## config.mk

```make
export PLATFORM = sky130hd
export DESIGN_NAME = wb_write_arbiter
export DESIGN_NICKNAME = d
export VERILOG_FILES = /design/src/rtl/wb_write_arbiter_pkg.sv /design/src/rtl/wb_pend_queue.sv /design/src/rtl/wb_write_arbiter.sv
export SDC_FILE = /design/constraint.sdc
export NUM_CORES = 1
export LEC_CHECK = 0
export ABC_AREA = 1
export CORE_MARGIN = 2
export CORE_UTILIZATION = 35
export DETAILED_ROUTE_END_ITERATION = 7
export HOLD_SLACK_MARGIN = 0.05
export PLACE_DENSITY_LB_ADDON = 0.12
export SLEW_MARGIN = 0
export SYNTH_ARGS = -nofsm -noshare
export SYNTH_HDL_FRONTEND = slang
export SYNTH_HIERARCHICAL = 1
export SYNTH_SLANG_ARGS = --single-unit
export TNS_END_PERCENT = 10
```

## constraint.sdc

```tcl
create_clock -name clk -period 9.8 [get_ports clk]
set_clock_uncertainty 0.2 [all_clocks]
set_input_delay 2.45 -clock clk [delete_from_list [all_inputs] [get_ports clk]]
set_output_delay 2.45 -clock clk [all_outputs]
set_load 0.01 [all_outputs]
```

## src/rtl/wb_write_arbiter_pkg.sv

```systemverilog
// Shared constants and types for the register-file writeback arbiter.
// Widths and queue defaults match the core's register bus definitions.
package wb_write_arbiter_pkg;

    localparam int REG_BUS       = 32;
    localparam int REG_ADDR_BUS  = 5;
    localparam int WB_Q_DEPTH    = 2;
    localparam int WB_STARVE_MAX = 4;

    typedef enum logic [1:0] {
        SEL_NONE,
        SEL_A,
        SEL_Q,
        SEL_B
    } wb_sel_e;

endpackage

```

## src/rtl/wb_pend_queue.sv

```systemverilog
// Small FIFO of pending port-B writes with per-entry valid bits.
// Entries can be squashed by address and probed by two read ports.
module wb_pend_queue
    import wb_write_arbiter_pkg::*;
#(
    parameter int DATA_W = REG_BUS,
    parameter int ADDR_W = REG_ADDR_BUS,
    parameter int QDEPTH = WB_Q_DEPTH,
    parameter int CNT_W  = $clog2(QDEPTH + 1)
) (
    input  logic              clk,
    input  logic              rst,
    input  logic              push,
    input  logic [ADDR_W-1:0] push_addr,
    input  logic [DATA_W-1:0] push_data,
    input  logic              pop,
    input  logic              squash_en,
    input  logic [ADDR_W-1:0] squash_addr,
    input  logic [ADDR_W-1:0] rq1_addr,
    input  logic [ADDR_W-1:0] rq2_addr,
    output logic [CNT_W-1:0]  count,
    output logic              head_valid,
    output logic [ADDR_W-1:0] head_addr,
    output logic [DATA_W-1:0] head_data,
    output logic              rq1_hit,
    output logic              rq2_hit
);

    localparam int PTR_W = $clog2(QDEPTH);

    logic [QDEPTH-1:0] vld;
    logic [ADDR_W-1:0] addr_q [QDEPTH];
    logic [DATA_W-1:0] data_q [QDEPTH];
    logic [PTR_W-1:0]  head;
    logic [PTR_W-1:0]  tail;

    assign head_valid = vld[head];
    assign head_addr  = addr_q[head];
    assign head_data  = data_q[head];

    // Squash matching entries, then pop head and append at tail.
    always_ff @(posedge clk) begin
        if (rst) begin
            vld   <= '0;
            head  <= '0;
            tail  <= '0;
            count <= '0;
        end else begin
            if (squash_en) begin
                for (int i = 0; i < QDEPTH; i++) begin
                    if (vld[i] && addr_q[i] == squash_addr) begin
                        vld[i] <= 1'b0;
                    end
                end
            end
            if (pop) begin
                vld[head] <= 1'b0;
                head      <= head + PTR_W'(1);
            end
            if (push) begin
                vld[tail]    <= 1'b1;
                addr_q[tail] <= push_addr;
                data_q[tail] <= push_data;
                tail         <= tail + PTR_W'(1);
            end
            count <= count + CNT_W'(push) - CNT_W'(pop);
        end
    end

    // Address match of both read ports against live entries.
    always_comb begin
        rq1_hit = 1'b0;
        rq2_hit = 1'b0;
        for (int i = 0; i < QDEPTH; i++) begin
            if (vld[i] && addr_q[i] == rq1_addr) begin
                rq1_hit = 1'b1;
            end
            if (vld[i] && addr_q[i] == rq2_addr) begin
                rq2_hit = 1'b1;
            end
        end
    end

endmodule

```

## src/rtl/wb_write_arbiter.sv

```systemverilog
// Register-file write port arbiter: ALU results win, long-latency
// results queue behind them; pending queued writes are reported to ID.
module wb_write_arbiter
    import wb_write_arbiter_pkg::*;
#(
    parameter int DATA_W     = REG_BUS,
    parameter int ADDR_W     = REG_ADDR_BUS,
    parameter int QDEPTH     = WB_Q_DEPTH,
    parameter int STARVE_MAX = WB_STARVE_MAX
) (
    input  logic              clk,
    input  logic              rst,
    input  logic              a_valid,
    input  logic [ADDR_W-1:0] a_waddr,
    input  logic [DATA_W-1:0] a_wdata,
    input  logic              b_valid,
    output logic              b_ready,
    input  logic [ADDR_W-1:0] b_waddr,
    input  logic [DATA_W-1:0] b_wdata,
    input  logic [ADDR_W-1:0] rq1_addr,
    input  logic [ADDR_W-1:0] rq2_addr,
    output logic              rq1_pend,
    output logic              rq2_pend,
    output logic              stall_req,
    output logic              we,
    output logic [ADDR_W-1:0] waddr,
    output logic [DATA_W-1:0] wdata
);

    localparam int CNT_W = $clog2(QDEPTH + 1);
    localparam int STV_W = $clog2(STARVE_MAX + 1);

    logic [CNT_W-1:0]  q_count;
    logic              q_head_vld;
    logic [ADDR_W-1:0] q_head_addr;
    logic [DATA_W-1:0] q_head_data;
    logic              q_hit1;
    logic              q_hit2;

    logic              q_nonempty;
    logic              b_push;
    logic              bypass;
    logic              q_push;
    logic              q_pop;

    wb_sel_e           sel;
    logic              we_d;
    logic [ADDR_W-1:0] addr_d;
    logic [DATA_W-1:0] data_d;

    logic [CNT_W-1:0]  count_next;
    logic [STV_W-1:0]  starve;
    logic [STV_W-1:0]  starve_next;
    logic              stall_next;

    assign q_nonempty = q_count != '0;
    assign b_ready    = q_count < CNT_W'(QDEPTH);
    assign b_push     = b_valid & b_ready;
    assign bypass     = b_push & ~q_nonempty & ~a_valid;
    assign q_push     = b_push & (b_waddr != '0) & ~bypass;
    assign q_pop      = ~a_valid & q_nonempty;

    assign rq1_pend = (rq1_addr != '0)
                    & (q_hit1 | (b_push & (b_waddr == rq1_addr)));
    assign rq2_pend = (rq2_addr != '0)
                    & (q_hit2 | (b_push & (b_waddr == rq2_addr)));

    wb_pend_queue #(
        .DATA_W (DATA_W),
        .ADDR_W (ADDR_W),
        .QDEPTH (QDEPTH),
        .CNT_W  (CNT_W)
    ) u_queue (
        .clk         (clk),
        .rst         (rst),
        .push        (q_push),
        .push_addr   (b_waddr),
        .push_data   (b_wdata),
        .pop         (q_pop),
        .squash_en   (a_valid),
        .squash_addr (a_waddr),
        .rq1_addr    (rq1_addr),
        .rq2_addr    (rq2_addr),
        .count       (q_count),
        .head_valid  (q_head_vld),
        .head_addr   (q_head_addr),
        .head_data   (q_head_data),
        .rq1_hit     (q_hit1),
        .rq2_hit     (q_hit2)
    );

    // Pick this cycle's writer; r0 and squashed entries never write.
    always_comb begin
        sel    = SEL_NONE;
        we_d   = 1'b0;
        addr_d = waddr;
        data_d = wdata;
        unique case (1'b1)
            a_valid: sel = SEL_A;
            q_pop:   sel = SEL_Q;
            bypass:  sel = SEL_B;
            default: sel = SEL_NONE;
        endcase
        case (sel)
            SEL_A: begin
                if (a_waddr != '0) begin
                    we_d   = 1'b1;
                    addr_d = a_waddr;
                    data_d = a_wdata;
                end
            end
            SEL_Q: begin
                if (q_head_vld) begin
                    we_d   = 1'b1;
                    addr_d = q_head_addr;
                    data_d = q_head_data;
                end
            end
            SEL_B: begin
                if (b_waddr != '0) begin
                    we_d   = 1'b1;
                    addr_d = b_waddr;
                    data_d = b_wdata;
                end
            end
            default: ;
        endcase
    end

    // Next occupancy and starvation state driving the stall request.
    always_comb begin
        count_next = q_count + CNT_W'(q_push) - CNT_W'(q_pop);
        starve_next = '0;
        if (a_valid & q_nonempty) begin
            if (starve == STV_W'(STARVE_MAX)) begin
                starve_next = starve;
            end else begin
                starve_next = starve + STV_W'(1);
            end
        end
        stall_next = (count_next == CNT_W'(QDEPTH))
                   | (starve_next >= STV_W'(STARVE_MAX));
    end

    // Registered write port, stall request and starvation count.
    always_ff @(posedge clk) begin
        if (rst) begin
            we        <= 1'b0;
            waddr     <= '0;
            wdata     <= '0;
            stall_req <= 1'b0;
            starve    <= '0;
        end else begin
            we        <= we_d;
            waddr     <= addr_d;
            wdata     <= data_d;
            stall_req <= stall_next;
            starve    <= starve_next;
        end
    end

    a_idle_on_stall: assert property (
        @(posedge clk) disable iff (rst) !(a_valid && stall_req)
    );

endmodule
```

Word-level counts from Yosys, hierarchy flattened
Memories as Yosys holds them, arrays and structs flattened. A register that Yosys moved wholly into a read port is not among the register bits.
Cells that the tools add are included.

word-level totals
  word-level logic and storage cells = 112
  register bits = 48
  output and inout port bits = 42
  memory bits (writable) = 74
  memories kept = 2
  input port bits = 88

operators by class
  reduce and logical (&&, ||, !) cells = 15
  bitwise logic cells = 20
  equality and inequality tests = 16
  muxes and demuxes = 39
  add/subtract/negate cells = 5
  $lt $le $gt $ge = 6

memories
  memory          depth  width  rd ports  clocked after Yosys merged registers in  write ports  RTL line             RTL
  u_queue.data_q  2      32     1         1                                        1            wb_pend_queue.sv:33  logic [DATA_W-1:0] data_q [QDEPTH];
  u_queue.addr_q  2      5      3         1                                        1            wb_pend_queue.sv:32  logic [ADDR_W-1:0] addr_q [QDEPTH];

operators by type and width
  cell                 number
  $mux 32              3
  $pmux 32 s3          1
  $eq 5x5->1           8
  $mux 1               20
  $reduce_bool 5->1    4
  $mux 5               3
  $pmux 5 s3           1
  $and 1x1->1          11
  $mux 2               5
  $logic_and 1x1->1    8
  $eq 2x2->1 const B   3
  $mux 3               2
  $ne 2x2->1 const B   3
  $pmux 2 s3           1
  $lt 1x2->1 const B   2
  $reduce_and 4->1     1
  $add 3x1->3 const B  1
  $eq 3x3->1 const B   1
  $ge 3x3->1 const B   1
  $not 1->1            3
  $or 1x1->1           3
  $pmux 1 s3           1
  $reduce_bool 3->1    1
  $add 1x1->1 const B  2
  10 further kinds     12

Longest topological paths before layout
  word-level depth = 10
  depth in mapped cells = 12
  gate-level depth less buffers = 11

Cells and area by module
The synthesis kept the hierarchy.

by module, submodules not included
  module            cells an instance  area each (um2)  times used  sequential area each (um2)
  wb_pend_queue     281                3,603.5          1           2,362.3
  wb_write_arbiter  504                3,011.6          1           840.8

Worst setup path after synthesis
No wires, ideal clock.

  path type = input to register
  start = input port a_valid
  end = memory u_queue/addr_q[0][0] (netlist name), enable pin
  required time = 9,121 ps
  data arrival time = 5,582 ps
  buffers on the path = 1
  path slack = 3,538 ps
  library setup time = 479 ps
  stages = 7
  cells stage by stage = inv_2 > nand3_2 > buf_2 > nand3_1 > inv_1 > inv_1 > nor3_1

between the ends
  cells in the longest elaborated chain, start to end = 7

RTL lines
  item                          RTL line                RTL
  start: declaration            wb_write_arbiter.sv:13  input logic a_valid,
  $not 1->1                     wb_write_arbiter.sv:59  assign bypass = b_push & ~q_nonempty & ~a_valid;
  $and 1x1->1                   wb_write_arbiter.sv:59
  $not 1->1                     wb_write_arbiter.sv:60  assign q_push = b_push & (b_waddr != '0) & ~bypass;
  $and 1x1->1                   wb_write_arbiter.sv:60
  via q_push                    wb_write_arbiter.sv:43  logic q_push;
  $mux 1                        wb_pend_queue.sv:60     if (push) begin
  $mux 1                        wb_pend_queue.sv:43     if (rst) begin
  $mux 1 (not written as such)  wb_pend_queue.sv:62     addr_q[tail] <= push_addr;
  end: declaration              wb_pend_queue.sv:32

The timed path passes the listed nets, and every way through them passes these cells.

Worst setup path in the final report
  start = input port b_valid
  end = output port rq1_pend

between the ends
  cells in the longest elaborated chain, start to end = 4

RTL lines
  item                RTL line                RTL
  start: declaration  wb_write_arbiter.sv:16  input logic b_valid,
  $and 1x1->1         wb_write_arbiter.sv:58  assign b_push = b_valid & b_ready;
  $and 1x1->1         wb_write_arbiter.sv:64  & (q_hit1 | (b_push & (b_waddr == rq1_addr)));
  $or 1x1->1          wb_write_arbiter.sv:64
  $and 1x1->1         wb_write_arbiter.sv:64
  end: declaration    wb_write_arbiter.sv:22  output logic rq1_pend,

Every way passes these cells.

==> impl_metrics.csv <==
group,metric,value,unit
timing,rsz0062_at_grt,"no",
route,routedWlPerCell,16.0,um
synthesis,synth.distinct_cells,26,
placement,port_buffers,129,
global_routing,grt_pass1_vias,5237,
clock_tree,post_cts_buffers,0,
clock_tree,cts_resized,0,
power,cellInternalPower,1.26,mW
power,seqPwrFrac,36.4,%
power,p_sw,589,uW
timing,holdWs,0.292,ns
timing,clock.fmax,141,MHz
route,drtPass1Iterations,5,
setup_path,crit_cells,8,
floorplan,die_w,141,um
synthesis,synth_seq_area_share,48.4,%
power,swShare,31.8,%
min_path,hold_path.class,"reg -> reg",
setup_path,r2r_cells,11,
synthesis,ys_warn_count,6,
setup_path,critPathKind,"in -> out",
synthesis,ys_seq_elements,123,
setup_path,cp.required,7.15,ns
global_routing,track_usage,18.7,%
floorplan,die_y,141,um
setup_path,worstPathBufferInverterCount,3,
floorplan,die_area,20000,um^2
timing,report.final.hold_viol_count,0,
setup_path,cp_data_arrival_time,4.44,ns
timing,fin_crit_sh,72.3,%
placement,gp_congestion,0.859,
synthesis,synth_top_cell_by_area,"edfxtp_1",
min_path,hold_path_depth,1,
setup_path,crit_fanout,39,
synthesis,syn-instance-count,785,
timing,tightest_slew,1.04,ns
setup_path,crit_chain,"buf_2, inv_1, nor2_1, nand2_1, nor2_1, nand3_1, a21oi_1, clkdlybuf4s50_1",
timing,setup_slack,2.71,ns
synthesis,ys_top_cells_by_area,"edfxtp_1, dfxtp_1, nand3_1, nand2_1, mux2_4",
global_routing,antenna_found_initial,0,
power,pwr-share-comb,32.0,%
timing,relSlewSlack,30.8,%
power,p_leak,3.57,nW
route,drc_errors,0,
power,power_density,219,nW/um^2
clock_tree,ctsRootBufferMaster,"clkbuf_16",
clock_tree,clock_sinks,123,
clock_tree,numCtsBuffers,17,
synthesis,synth_common_cells,"nand3_1, nand2_1, nor2_1",
synthesis,synth_most_common_cell,"nand3_1",
timing,tns,0,ns
synthesis,ys.flop_type,"edfxtp_1",
synthesis,synth_edf_count,74,
finish,drive_gt1_share,8.77,%
setup_path,startpoint_type,"input pin",
floorplan,core_area,18600,um^2
run,maxCapViolations,0,
synthesis,netlist_area,6620,um^2
synthesis,yosysTopAreaCellShare,33.6,%
clock_tree,cts_hold_buf,0,
route,drtIter0Drc,343,
placement,dp_hpwl,11300,um
setup_path,crit_path_max_incr_delay,0.69,ns
floorplan,io_pins,130,
global_routing,grt_overflow_total,0,
timing,min_period,7.09,ns
route,vias,5477,
setup_path,worst_setup_path_end_kind,"output pin",
route,via_per_inst,4.78,
finish,antenna_cells,0,
setup_path,cp_common_cell,"nor2_1",
route,final_antenna_net_count,0,
finish,nFillCells,1851,
route,wirelength,18400,um
clock_tree,clock_latency,0.42,ns
finish,area_growth,27.9,%
global_routing,grt_pass1_wl,28600,um
floorplan,initial_core_util,35.5,%
finish,finish.net_count,993,
synthesis,postSynthAreaPerCell,8.43,um^2
setup_path,crit_path_top_delay_cell,"buf_2",
global_routing,grt_max_degree,43,
clock_tree,htree_levels,4,
power,irDropWorstVdd,0.000136,V
synthesis,syn_nets,879,
timing,drv_slew,0,
clock_tree,cts_tree,"built",
placement,place_worst_setup_slack,2.71,ns
synthesis,async_reset_ff_share,0,%
power,clockPowerShare,31.6,%
clock_tree,clk_path_buf_depth,2,
setup_path,cp_top_family,"buffers and inverters",
floorplan,fp-row-count,50,
status,status,"finished clean",
clock_tree,clk_transition_reported_paths,0.05,ns
timing,finalSetupViolCount,0,
-- worst reg2reg max path: cells and delay by family, from the launching register on --
family	cells	cell delay, ns
and+or+nand+nor	4	0.74
buffers and inverters	3	1.05
xor gates and xnor gates	2	0.26
adders and majority gates	2	0.52
DFF	1	0.53
-- state kept, by name, indices dropped and copies added, names as in the netlist, named ones only --
| name | count |
|---|---|
| starve | 3 |
| u_queue/addr_q | 10 |
| u_queue/tail | 1 |
| waddr | 5 |
| wdata | 32 |
| we | 1 |
| u_queue/head | 1 |
| u_queue/vld | 2 |
| stall_req | 1 |
| u_queue/count | 2 |
| u_queue/data_q | 64 |
-- placed cells by master (no fill, tap or decap), types with 2 or more instances in the layout --
cell type	Yosys	routed
xor2_1	4	4
o21ai_0	25	25
nor2_1	118	118
clkinv_2	0	4
nor3_1	4	3
inv_1	90	89
nand2_2	3	3
nand3_1	161	161
buf_4	6	6
xnor2_1	6	6
nand2_1	154	154
mux2_4	30	30
clkbuf_1	5	4
dfxtp_1	49	48
inv_2	5	5
edfxtp_1	74	74
mux2_2	2	2
a21oi_1	9	9
ha_1	6	6
clkbuf_16	0	18
clkbuf_8	0	4
clkdlybuf4s50_1	0	128
-- power by group through the flow --
stage | logic, mW | registers, mW | clock network [mW]
after floorplan | 0.398 | 0.696 | 0
after global placement | 0.594 | 0.683 | 0
after detailed placement | 0.595 | 0.684 | 0
after CTS | 0.599 | 0.674 | 0.598
after global routing | 0.658 | 0.683 | 0.620
final | 0.592 | 0.674 | 0.585
-- logic make-up (layout without fill, tap and decap cells) --
| family | Yosys count | in the layout | share of synthesized area, % |
|---|---|---|---|
| buffers and inverters | 135 | 262 | 10.6 |
| xor gates and xnor gates | 10 | 10 | 1.32 |
| DFF | 123 | 123 | 48.4 |
| and+or+nand+nor | 444 | 444 | 28.7 |
| adders and majority gates | 6 | 6 | 1.13 |
| muxes | 32 | 32 | 7.15 |
| AOI/OAI and AO/OA | 35 | 35 | 2.69 |
-- per-layer routing --
metal,global-route usage (%),share of wire (%)
met3,4.45,5.8
met2,30.0,45
met4,4.95,0.87
met1,25.4,48
met5,0,0
-- cell type report --
type	instances	area, um^2	share of cell area (%)
flip-flops and latches	123	3200	37.9
repair buffers	135	1330	15.7
clock inverters	6	33.8	0.399
well taps	234	293	3.46
multi-input cells	527	2720	32.1
clock buffers	26	520	6.15
inverters	95	357	4.22
-- per-stage QoR --
step	total power, mW	instance area (um^2)	std cells	util [%]
after global placement	1.28	7900	1114	42.4
after floorplan	1.09	6620	785	-
after global routing	1.96	8460	1146	45.4
after detailed placement	1.28	7900	1114	42.4
after CTS	1.87	8460	1146	45.4
final	1.85	8460	1146	45.4
-- final timing paths --
kind                     from        end  slack (ns)
max                   b_valid   rq1_pend        2.71
min reg2reg         starve[0]  starve[0]        0.29
max reg2reg  u_queue/count[1]  stall_req        6.42
min                 starve[0]  starve[0]        0.29
Note: power is estimated with default switching activity, not from simulation.
